<file path="src/rtl/axi_xbar_map_ctrl_if.sv">
// Configuration bus and per-port handshake observation bundle for the crossbar map controller.
`timescale 1ns/1ps
interface axi_xbar_map_ctrl_if #(
    parameter int NoSlvPorts = 2,
    parameter int NoRules    = 4
);
    logic                      cfg_valid_i;
    logic                      cfg_ready_o;
    logic [15:0]               cfg_addr_i;
    logic [31:0]               cfg_wdata_i;
    logic [NoSlvPorts-1:0]     aw_fire_i;
    logic [NoSlvPorts-1:0]     ar_fire_i;
    logic [NoSlvPorts-1:0]     b_fire_i;
    logic [NoSlvPorts-1:0]     r_last_fire_i;
    logic [NoSlvPorts-1:0]     gate_o;
    logic [NoRules*160-1:0]    addr_map_o;
    logic [NoSlvPorts-1:0]     en_default_o;
    logic                      busy_o;
    logic                      commit_done_o;
    logic                      err_o;

    modport slv (
        input  cfg_valid_i, cfg_addr_i, cfg_wdata_i,
        input  aw_fire_i, ar_fire_i, b_fire_i, r_last_fire_i,
        output cfg_ready_o, gate_o, addr_map_o, en_default_o,
        output busy_o, commit_done_o, err_o
    );

    modport mst (
        output cfg_valid_i, cfg_addr_i, cfg_wdata_i,
        output aw_fire_i, ar_fire_i, b_fire_i, r_last_fire_i,
        input  cfg_ready_o, gate_o, addr_map_o, en_default_o,
        input  busy_o, commit_done_o, err_o
    );
endinterface

</file>
<file path="src/rtl/axi_xbar_map_ctrl.sv">
// Shadow/active crossbar address map with a drain-then-swap commit sequence.
// Decoders only ever see the active copy, which changes while no transaction is in flight.
`timescale 1ns/1ps
module axi_xbar_map_ctrl #(
    parameter int NoSlvPorts = 2,
    parameter int NoRules    = 4,
    parameter int MaxTxns    = 8,
    parameter int CntW       = $clog2(MaxTxns + 1)
) (
    input  logic             clk_i,
    input  logic             rst_ni,
    axi_xbar_map_ctrl_if.slv bus
);
    localparam int              RuleW      = 160;
    localparam int              MapW       = NoRules * RuleW;
    localparam logic [15:0]     MaskAddr   = 16'(NoRules * 8);
    localparam logic [15:0]     CommitAddr = 16'(NoRules * 8 + 1);
    localparam int              CntMax     = (1 << CntW) - 1;
    localparam logic [CntW-1:0] GateThr    = CntW'(MaxTxns - 2);

    typedef enum logic [1:0] {IDLE, DRAIN, COMMIT} state_e;

    state_e                state_q;
    logic [MapW-1:0]       shadow_map_q, active_map_q;
    logic [NoSlvPorts-1:0] shadow_en_q, active_en_q;
    logic [CntW-1:0]       cnt_q [NoSlvPorts];
    logic [CntW-1:0]       cnt_d [NoSlvPorts];
    logic [NoSlvPorts-1:0] underflow, gate, cnt_zero;
    logic                  err_q, done_q, cfg_fire, err_set, wr_rule;
    int                    wr_off;

    function automatic int net_cnt(input logic [CntW-1:0] cnt, input logic aw, input logic ar,
                                   input logic b, input logic r);
        return int'(cnt) + int'(aw) + int'(ar) - int'(b) - int'(r);
    endfunction

    // Clamp at zero on underflow and at the counter ceiling, so the count never wraps.
    function automatic logic [CntW-1:0] sat_cnt(input int v);
        if (v < 0) return '0;
        if (v > CntMax) return CntW'(CntMax);
        return CntW'(v);
    endfunction

    always_comb begin
        for (int i = 0; i < NoSlvPorts; i++) begin
            underflow[i] = net_cnt(cnt_q[i], bus.aw_fire_i[i], bus.ar_fire_i[i],
                                   bus.b_fire_i[i], bus.r_last_fire_i[i]) < 0;
            cnt_d[i]     = sat_cnt(net_cnt(cnt_q[i], bus.aw_fire_i[i], bus.ar_fire_i[i],
                                           bus.b_fire_i[i], bus.r_last_fire_i[i]));
            gate[i]      = (state_q != IDLE) || (cnt_q[i] > GateThr);
            cnt_zero[i]  = (cnt_q[i] == '0);
        end
    end

    // Rule word layout is {idx, start, end}; sub-words 5..7 of each rule slot are holes.
    always_comb begin
        wr_rule = 1'b0;
        wr_off  = 0;
        if (bus.cfg_addr_i < MaskAddr) begin
            wr_rule = 1'b1;
            case (bus.cfg_addr_i[2:0])
                3'd0:    wr_off = 128;
                3'd1:    wr_off = 64;
                3'd2:    wr_off = 96;
                3'd3:    wr_off = 0;
                3'd4:    wr_off = 32;
                default: wr_rule = 1'b0;
            endcase
            wr_off = wr_off + int'(bus.cfg_addr_i[15:3]) * RuleW;
        end
    end

    assign cfg_fire = bus.cfg_valid_i && (state_q == IDLE);
    assign err_set  = (|underflow) || (|((bus.aw_fire_i | bus.ar_fire_i) & gate));

    always_ff @(posedge clk_i) begin
        if (!rst_ni) begin
            state_q      <= IDLE;
            shadow_map_q <= '0;
            active_map_q <= '0;
            shadow_en_q  <= '0;
            active_en_q  <= '0;
            err_q        <= 1'b0;
            done_q       <= 1'b0;
            for (int i = 0; i < NoSlvPorts; i++) cnt_q[i] <= '0;
        end else begin
            done_q <= 1'b0;
            if (err_set) err_q <= 1'b1;
            for (int i = 0; i < NoSlvPorts; i++) cnt_q[i] <= cnt_d[i];
            case (state_q)
                IDLE: begin
                    if (cfg_fire) begin
                        if (wr_rule) shadow_map_q[wr_off +: 32] <= bus.cfg_wdata_i;
                        else if (bus.cfg_addr_i == MaskAddr)
                            shadow_en_q <= bus.cfg_wdata_i[NoSlvPorts-1:0];
                        else if (bus.cfg_addr_i == CommitAddr) state_q <= DRAIN;
                    end
                end
                DRAIN: begin
                    if ((&cnt_zero) && !(|bus.b_fire_i) && !(|bus.r_last_fire_i))
                        state_q <= COMMIT;
                end
                COMMIT: begin
                    active_map_q <= shadow_map_q;
                    active_en_q  <= shadow_en_q;
                    done_q       <= 1'b1;
                    state_q      <= IDLE;
                end
                default: state_q <= IDLE;
            endcase
        end
    end

    assign bus.cfg_ready_o   = (state_q == IDLE);
    assign bus.busy_o        = (state_q != IDLE);
    assign bus.gate_o        = gate;
    assign bus.addr_map_o    = active_map_q;
    assign bus.en_default_o  = active_en_q;
    assign bus.commit_done_o = done_q;
    assign bus.err_o         = err_q;
endmodule

</file>
<file path="src/flat_wrapper.sv">
// flat-port wrapper written by rule: the top's interface ports become plain ports
module axi_xbar_map_ctrl_flat 
#(
    parameter int NoSlvPorts = 2,
    parameter int NoRules    = 4,
    parameter int MaxTxns    = 8,
    parameter int CntW       = $clog2(MaxTxns + 1)
)
  (clk_i, rst_ni, bus_cfg_valid_i, bus_cfg_addr_i, bus_cfg_wdata_i, bus_aw_fire_i, bus_ar_fire_i, bus_b_fire_i, bus_r_last_fire_i, bus_cfg_ready_o, bus_gate_o, bus_addr_map_o, bus_en_default_o, bus_busy_o, bus_commit_done_o, bus_err_o);
  axi_xbar_map_ctrl_if #(.NoSlvPorts(NoSlvPorts), .NoRules(NoRules)) bus_i ();
  input  logic clk_i;
  input  logic rst_ni;
  input wire logic [$bits(bus_i.cfg_valid_i)-1:0] bus_cfg_valid_i;
  input wire logic [$bits(bus_i.cfg_addr_i)-1:0] bus_cfg_addr_i;
  input wire logic [$bits(bus_i.cfg_wdata_i)-1:0] bus_cfg_wdata_i;
  input wire logic [$bits(bus_i.aw_fire_i)-1:0] bus_aw_fire_i;
  input wire logic [$bits(bus_i.ar_fire_i)-1:0] bus_ar_fire_i;
  input wire logic [$bits(bus_i.b_fire_i)-1:0] bus_b_fire_i;
  input wire logic [$bits(bus_i.r_last_fire_i)-1:0] bus_r_last_fire_i;
  output wire logic [$bits(bus_i.cfg_ready_o)-1:0] bus_cfg_ready_o;
  output wire logic [$bits(bus_i.gate_o)-1:0] bus_gate_o;
  output wire logic [$bits(bus_i.addr_map_o)-1:0] bus_addr_map_o;
  output wire logic [$bits(bus_i.en_default_o)-1:0] bus_en_default_o;
  output wire logic [$bits(bus_i.busy_o)-1:0] bus_busy_o;
  output wire logic [$bits(bus_i.commit_done_o)-1:0] bus_commit_done_o;
  output wire logic [$bits(bus_i.err_o)-1:0] bus_err_o;
  assign bus_i.cfg_valid_i = bus_cfg_valid_i;
  assign bus_i.cfg_addr_i = bus_cfg_addr_i;
  assign bus_i.cfg_wdata_i = bus_cfg_wdata_i;
  assign bus_i.aw_fire_i = bus_aw_fire_i;
  assign bus_i.ar_fire_i = bus_ar_fire_i;
  assign bus_i.b_fire_i = bus_b_fire_i;
  assign bus_i.r_last_fire_i = bus_r_last_fire_i;
  assign bus_cfg_ready_o = bus_i.cfg_ready_o;
  assign bus_gate_o = bus_i.gate_o;
  assign bus_addr_map_o = bus_i.addr_map_o;
  assign bus_en_default_o = bus_i.en_default_o;
  assign bus_busy_o = bus_i.busy_o;
  assign bus_commit_done_o = bus_i.commit_done_o;
  assign bus_err_o = bus_i.err_o;
  axi_xbar_map_ctrl #(.NoSlvPorts(NoSlvPorts), .NoRules(NoRules), .MaxTxns(MaxTxns), .CntW(CntW)) u_core (.clk_i(clk_i), .rst_ni(rst_ni), .bus(bus_i));
endmodule
</file>
<file path="config.mk">
export PLATFORM = sky130hd
export DESIGN_NAME = axi_xbar_map_ctrl_flat
export DESIGN_NICKNAME = d
export VERILOG_FILES = /design/src/rtl/axi_xbar_map_ctrl_if.sv /design/src/rtl/axi_xbar_map_ctrl.sv /design/src/flat_wrapper.sv
export SDC_FILE = /design/constraint.sdc
export NUM_CORES = 2
export LEC_CHECK = 0
export CORE_AREA = 2 2 343 345
export CTS_CLUSTER_DIAMETER = 40
export DETAILED_ROUTE_END_ITERATION = 6
export DIE_AREA = 0 0 345 347
export PLACE_DENSITY_LB_ADDON = 0.2
export REMOVE_ABC_BUFFERS = 1
export SLEW_MARGIN = 25
export SYNTH_ARGS = -nofsm -noshare
export SYNTH_HDL_FRONTEND = slang
export SYNTH_SLANG_ARGS = --single-unit
</file>
<file path="constraint.sdc">
create_clock -name clk_i -period 5.7 [get_ports clk_i]
set_input_delay 1.14 -clock clk_i [delete_from_list [all_inputs] [get_ports clk_i]]
set_output_delay 1.14 -clock clk_i [all_outputs]
set_load 0.01 [all_outputs]
</file>
==> impl_metrics.env <==
export IMPL_drv_cap=0
export IMPL_drc=0
export IMPL_outcome="finished clean"
export IMPL_dieArea_mm2=0.120
export IMPL_worst_setup_path_end_kind="register"
export IMPL_core_area_mm2=0.116
export IMPL_fill_cells=10389
export IMPL_clk_pin_slew_ns=0.06
export IMPL_port_buffers=706
export IMPL_p_clk_share_pct=50.9
export IMPL_power_leakage_uw=0.0245
export IMPL_rsz0062_at_grt="false"
export IMPL_routed_wl_mm=182
export IMPL_met1Wirelength_mm=75.4
export IMPL_yosysUniqueCellTypes=78
export IMPL_place_congestion=0.843
export IMPL_setup_viol=0
export IMPL_die_w_um=345
export IMPL_cts_sinks=1296
export IMPL_final_nets=6952
export IMPL_finalCritPeriodShare_pct=93.4
export IMPL_seq_area_mm2=0.0259
export IMPL_yosysWarnings=0
export IMPL_first_iter_violations=3605
export IMPL_p_int_uw=16000
export IMPL_ir_worst_vdd_uv=270
export IMPL_overflow=0
export IMPL_design_area_mm2=0.0672
export IMPL_multi_input_area_mm2=0.0236
export IMPL_synthMuxAreaShare_pct=10.1
export IMPL_async_flop_share_pct=0
export IMPL_dp_cells=8198
export IMPL_instances_no_fill=8503
export IMPL_switching_share_pct=24.1
export IMPL_whs_ns=0.424
export IMPL_min_period_ns=5.33
export IMPL_dpl_cell_area_mm2=0.0614
export IMPL_h_tree_depth=4
export IMPL_seq_area_frac_synth_pct=50.1
export IMPL_drtPass1Iterations=6
export IMPL_grt_max_degree=195
export IMPL_ant_nets=0
export IMPL_wire_per_inst_um=21.4
export IMPL_via_count=46246
export IMPL_worstHoldPathType="register to register"
export IMPL_wl_met3_mm=14.3
export IMPL_tns_ns=0
export IMPL_synthAdderAreaFrac_pct=1.34
export IMPL_tightest_slew_ns=1.13
export IMPL_dr_wl_met2_mm=85.5
export IMPL_synth_top_family_by_area="simple AND/OR/NAND/NOR gates"
export IMPL_hpwl_mm=118
export IMPL_antenna_found_initial=2
export IMPL_syn_area_mm2=0.0518
export IMPL_fmax_ghz=0.188
export IMPL_clock_latency_ns=0.77
export IMPL_hold_viol=0
export IMPL_startpoint_type="primary input"
export IMPL_cts_buffer_depth=3
export IMPL_powerDensity_mw_per_mm2=314
export IMPL_cts_buffers=164
export IMPL_grt_pass1_wl_mm=272
export IMPL_arrival_ns=6.01
export IMPL_synth_cells=6225
export IMPL_grt_pass1_vias=44278
export IMPL_synth_compound_area_share_pct=10.9
export IMPL_start_util_pct=44.7
export IMPL_path_max_fanout=54
export IMPL_slew_headroom_pct=24.6
export IMPL_cp_required_ns=6.38
export IMPL_crit_type="primary input to register"
export IMPL_synth_edf_count=0
export IMPL_area_growth_syn_to_layout_pct=29.7
export IMPL_p_comb_share_pct=5.9
export IMPL_p_total_uw=21100
export IMPL_synth_avg_cell_area_um2=8.32
export IMPL_skew_ns=0.0481
export IMPL_ctsHoldBuffers=0
export IMPL_cts_root_buffer="clkbuf_16"
export IMPL_ys_ff_latch=1296
export IMPL_viasPerCell=5.44
export IMPL_maxUsedRoutingLayer="met4"
export IMPL_p_sw_uw=5080
export IMPL_grt_usage_pct=29.3
export IMPL_io_pins=707
export IMPL_seqPwrFrac_pct=43.2
export IMPL_ctsResizeCount=0
export IMPL_synth_main_ff_cell="dfxtp_1"
export IMPL_num_rows=125
export IMPL_die_h_um=347
export IMPL_slew_violations=0
export IMPL_layout_drive_gt1_share_pct=9.07
export IMPL_synth_xor_xnor_area_share_pct=0.626
export IMPL_post_cts_buffers=0
export IMPL_yosys_area_share_simple_pct=22.2
export IMPL_cts_tree="done"
## layout make-up
| class | count | share of cell area [%] |
|---|---|---|
| repair buffers | 981 | 14.7 |
| well taps | 1524 | 2.84 |
| clock buffers | 206 | 6.69 |
| clock inverters | 97 | 1.81 |
| inverters | 37 | 0.218 |
| flip-flops and latches | 1296 | 38.6 |
| diodes | 1 | 0.00372 |
| multi-input cells | 4361 | 35.1 |
## placed cells by master (no fill, tap or decap), types with 11 or more instances in the layout
| cell type | count |
|---|---|
| nand3_1 | 33 |
| clkdlybuf4s50_1 | 705 |
| bufinv_16 | 17 |
| mux2i_1 | 523 |
| inv_6 | 18 |
| nor3_1 | 22 |
| o21ai_0 | 11 |
| clkbuf_1 | 22 |
| clkinvlp_4 | 15 |
| buf_12 | 59 |
| ha_1 | 46 |
| clkinv_2 | 25 |
| a21oi_1 | 787 |
| xnor2_1 | 17 |
| clkbuf_8 | 17 |
| and3_1 | 70 |
| nand2_1 | 2286 |
| o31ai_1 | 124 |
| clkbuf_16 | 167 |
| buf_4 | 215 |
| and2_1 | 30 |
| inv_1 | 36 |
| nand4_1 | 101 |
| dfxtp_1 | 1296 |
| nor2_1 | 72 |
| or4_1 | 40 |
## sequential cells by signal (all words and copies together), names as in the netlist
signal / cells
u_core.state_q: 2
u_core.shadow_map_q: 640
u_core.bus.addr_map_o: 640
u_core.bus.en_default_o: 2
u_core.shadow_en_q: 2
u_core.cnt_q: 8
u_core.bus.commit_done_o: 1
u_core.bus.err_o: 1
## worst max-delay path: stages
cell and delay [ns]:
clkdlybuf4s50_1 0.43, ha_1 0.32, ha_1 0.18, inv_1 0.06, fa_1 0.46, xor2_2 0.23, a2111o_1 0.44, or3_1 0.44
buf_4 0.17, nor3_1 0.28, xnor2_1 0.15, or4_4 0.55, o2bb2ai_4 0.19, buf_12 0.21, or4_1 0.54, a21oi_1 0.18
## power by group through the flow
| stage | clock network [µW] | logic, µW | registers [µW] |
|---|---|---|---|
| global placement | 0 | 1200 | 9310 |
| detailed placement | 0 | 1220 | 9310 |
| CTS | 10800 | 1230 | 9110 |
| finish | 10700 | 1240 | 9110 |
| floorplan | 0 | 674 | 9300 |
| global route | 11200 | 1360 | 9110 |
## logic make-up (layout without fill, tap and decap cells)
group | Yosys count | after routing
AO/OA/AOI/OAI | 1000 | 1000
XOR/XNOR | 32 | 32
adder cells (fa/ha/maj) | 52 | 52
buffers and inverters | 568 | 1321
flip-flops | 1296 | 1296
multiplexers | 523 | 523
other | 0 | 1
AND/OR/NAND/NOR | 2754 | 2754
## through the flow
stage,utilization (%),setup slack (ns)
6_report,58.1,0.374
5_1_grt,58.1,0.114
4_1_cts,58.0,0.440
3_5_place_dp,53.1,-0.356
3_3_place_gp,53.1,-0.298
2_1_floorplan,-,-15.70
## final timing paths
| path | startpoint | endpoint | slack [ns] | cells past startpoint |
|---|---|---|---|---|
| min | u_core.shadow_map_q[530] | u_core.bus.addr_map_o[530] | 0.42 | 2 |
| max reg2reg | u_core.cnt_q[0][0] | u_core.cnt_q[0][0] | 2.47 | 15 |
| max | bus_cfg_addr_i[4] | u_core.shadow_map_q[80] | 0.37 | 16 |
| min reg2reg | u_core.shadow_map_q[530] | u_core.bus.addr_map_o[530] | 0.42 | 2 |
## cell usage after synthesis (all sizes together), types with 7 or more instances
library cell / number / area share, %
a211oi: 7 / 0.11
a21o: 9 / 0.13
a21oi: 787 / 7.6
a31oi: 8 / 0.14
and2: 38 / 0.46
and3: 70 / 0.85
buf: 116 / 1.4
clkbuf: 415 / 3.0
dfxtp: 1296 / 50
ha: 46 / 1.1
inv: 36 / 0.26
mux2i: 523 / 10
nand2: 2289 / 17
nand2b: 9 / 0.11
nand3: 33 / 0.32
nand4: 108 / 1.5
nor2: 86 / 0.62
nor3: 27 / 0.27
nor4: 10 / 0.15
o21ai: 17 / 0.16
o31ai: 124 / 1.8
or2: 7 / 0.085
or4: 42 / 0.62
xnor2: 20 / 0.35
xor2: 10 / 0.18
## metal layers
| metal | GRT usage [%] | up-vias |
|---|---|---|
| met5 | 0 | - |
| met4 | 11.9 | 0 |
| met3 | 7.10 | 333 |
| met2 | 48.2 | 1600 |
| met1 | 36.8 | 22350 |
| li1 | - | 21963 |
Note: power is estimated with default switching activity, not from simulation.
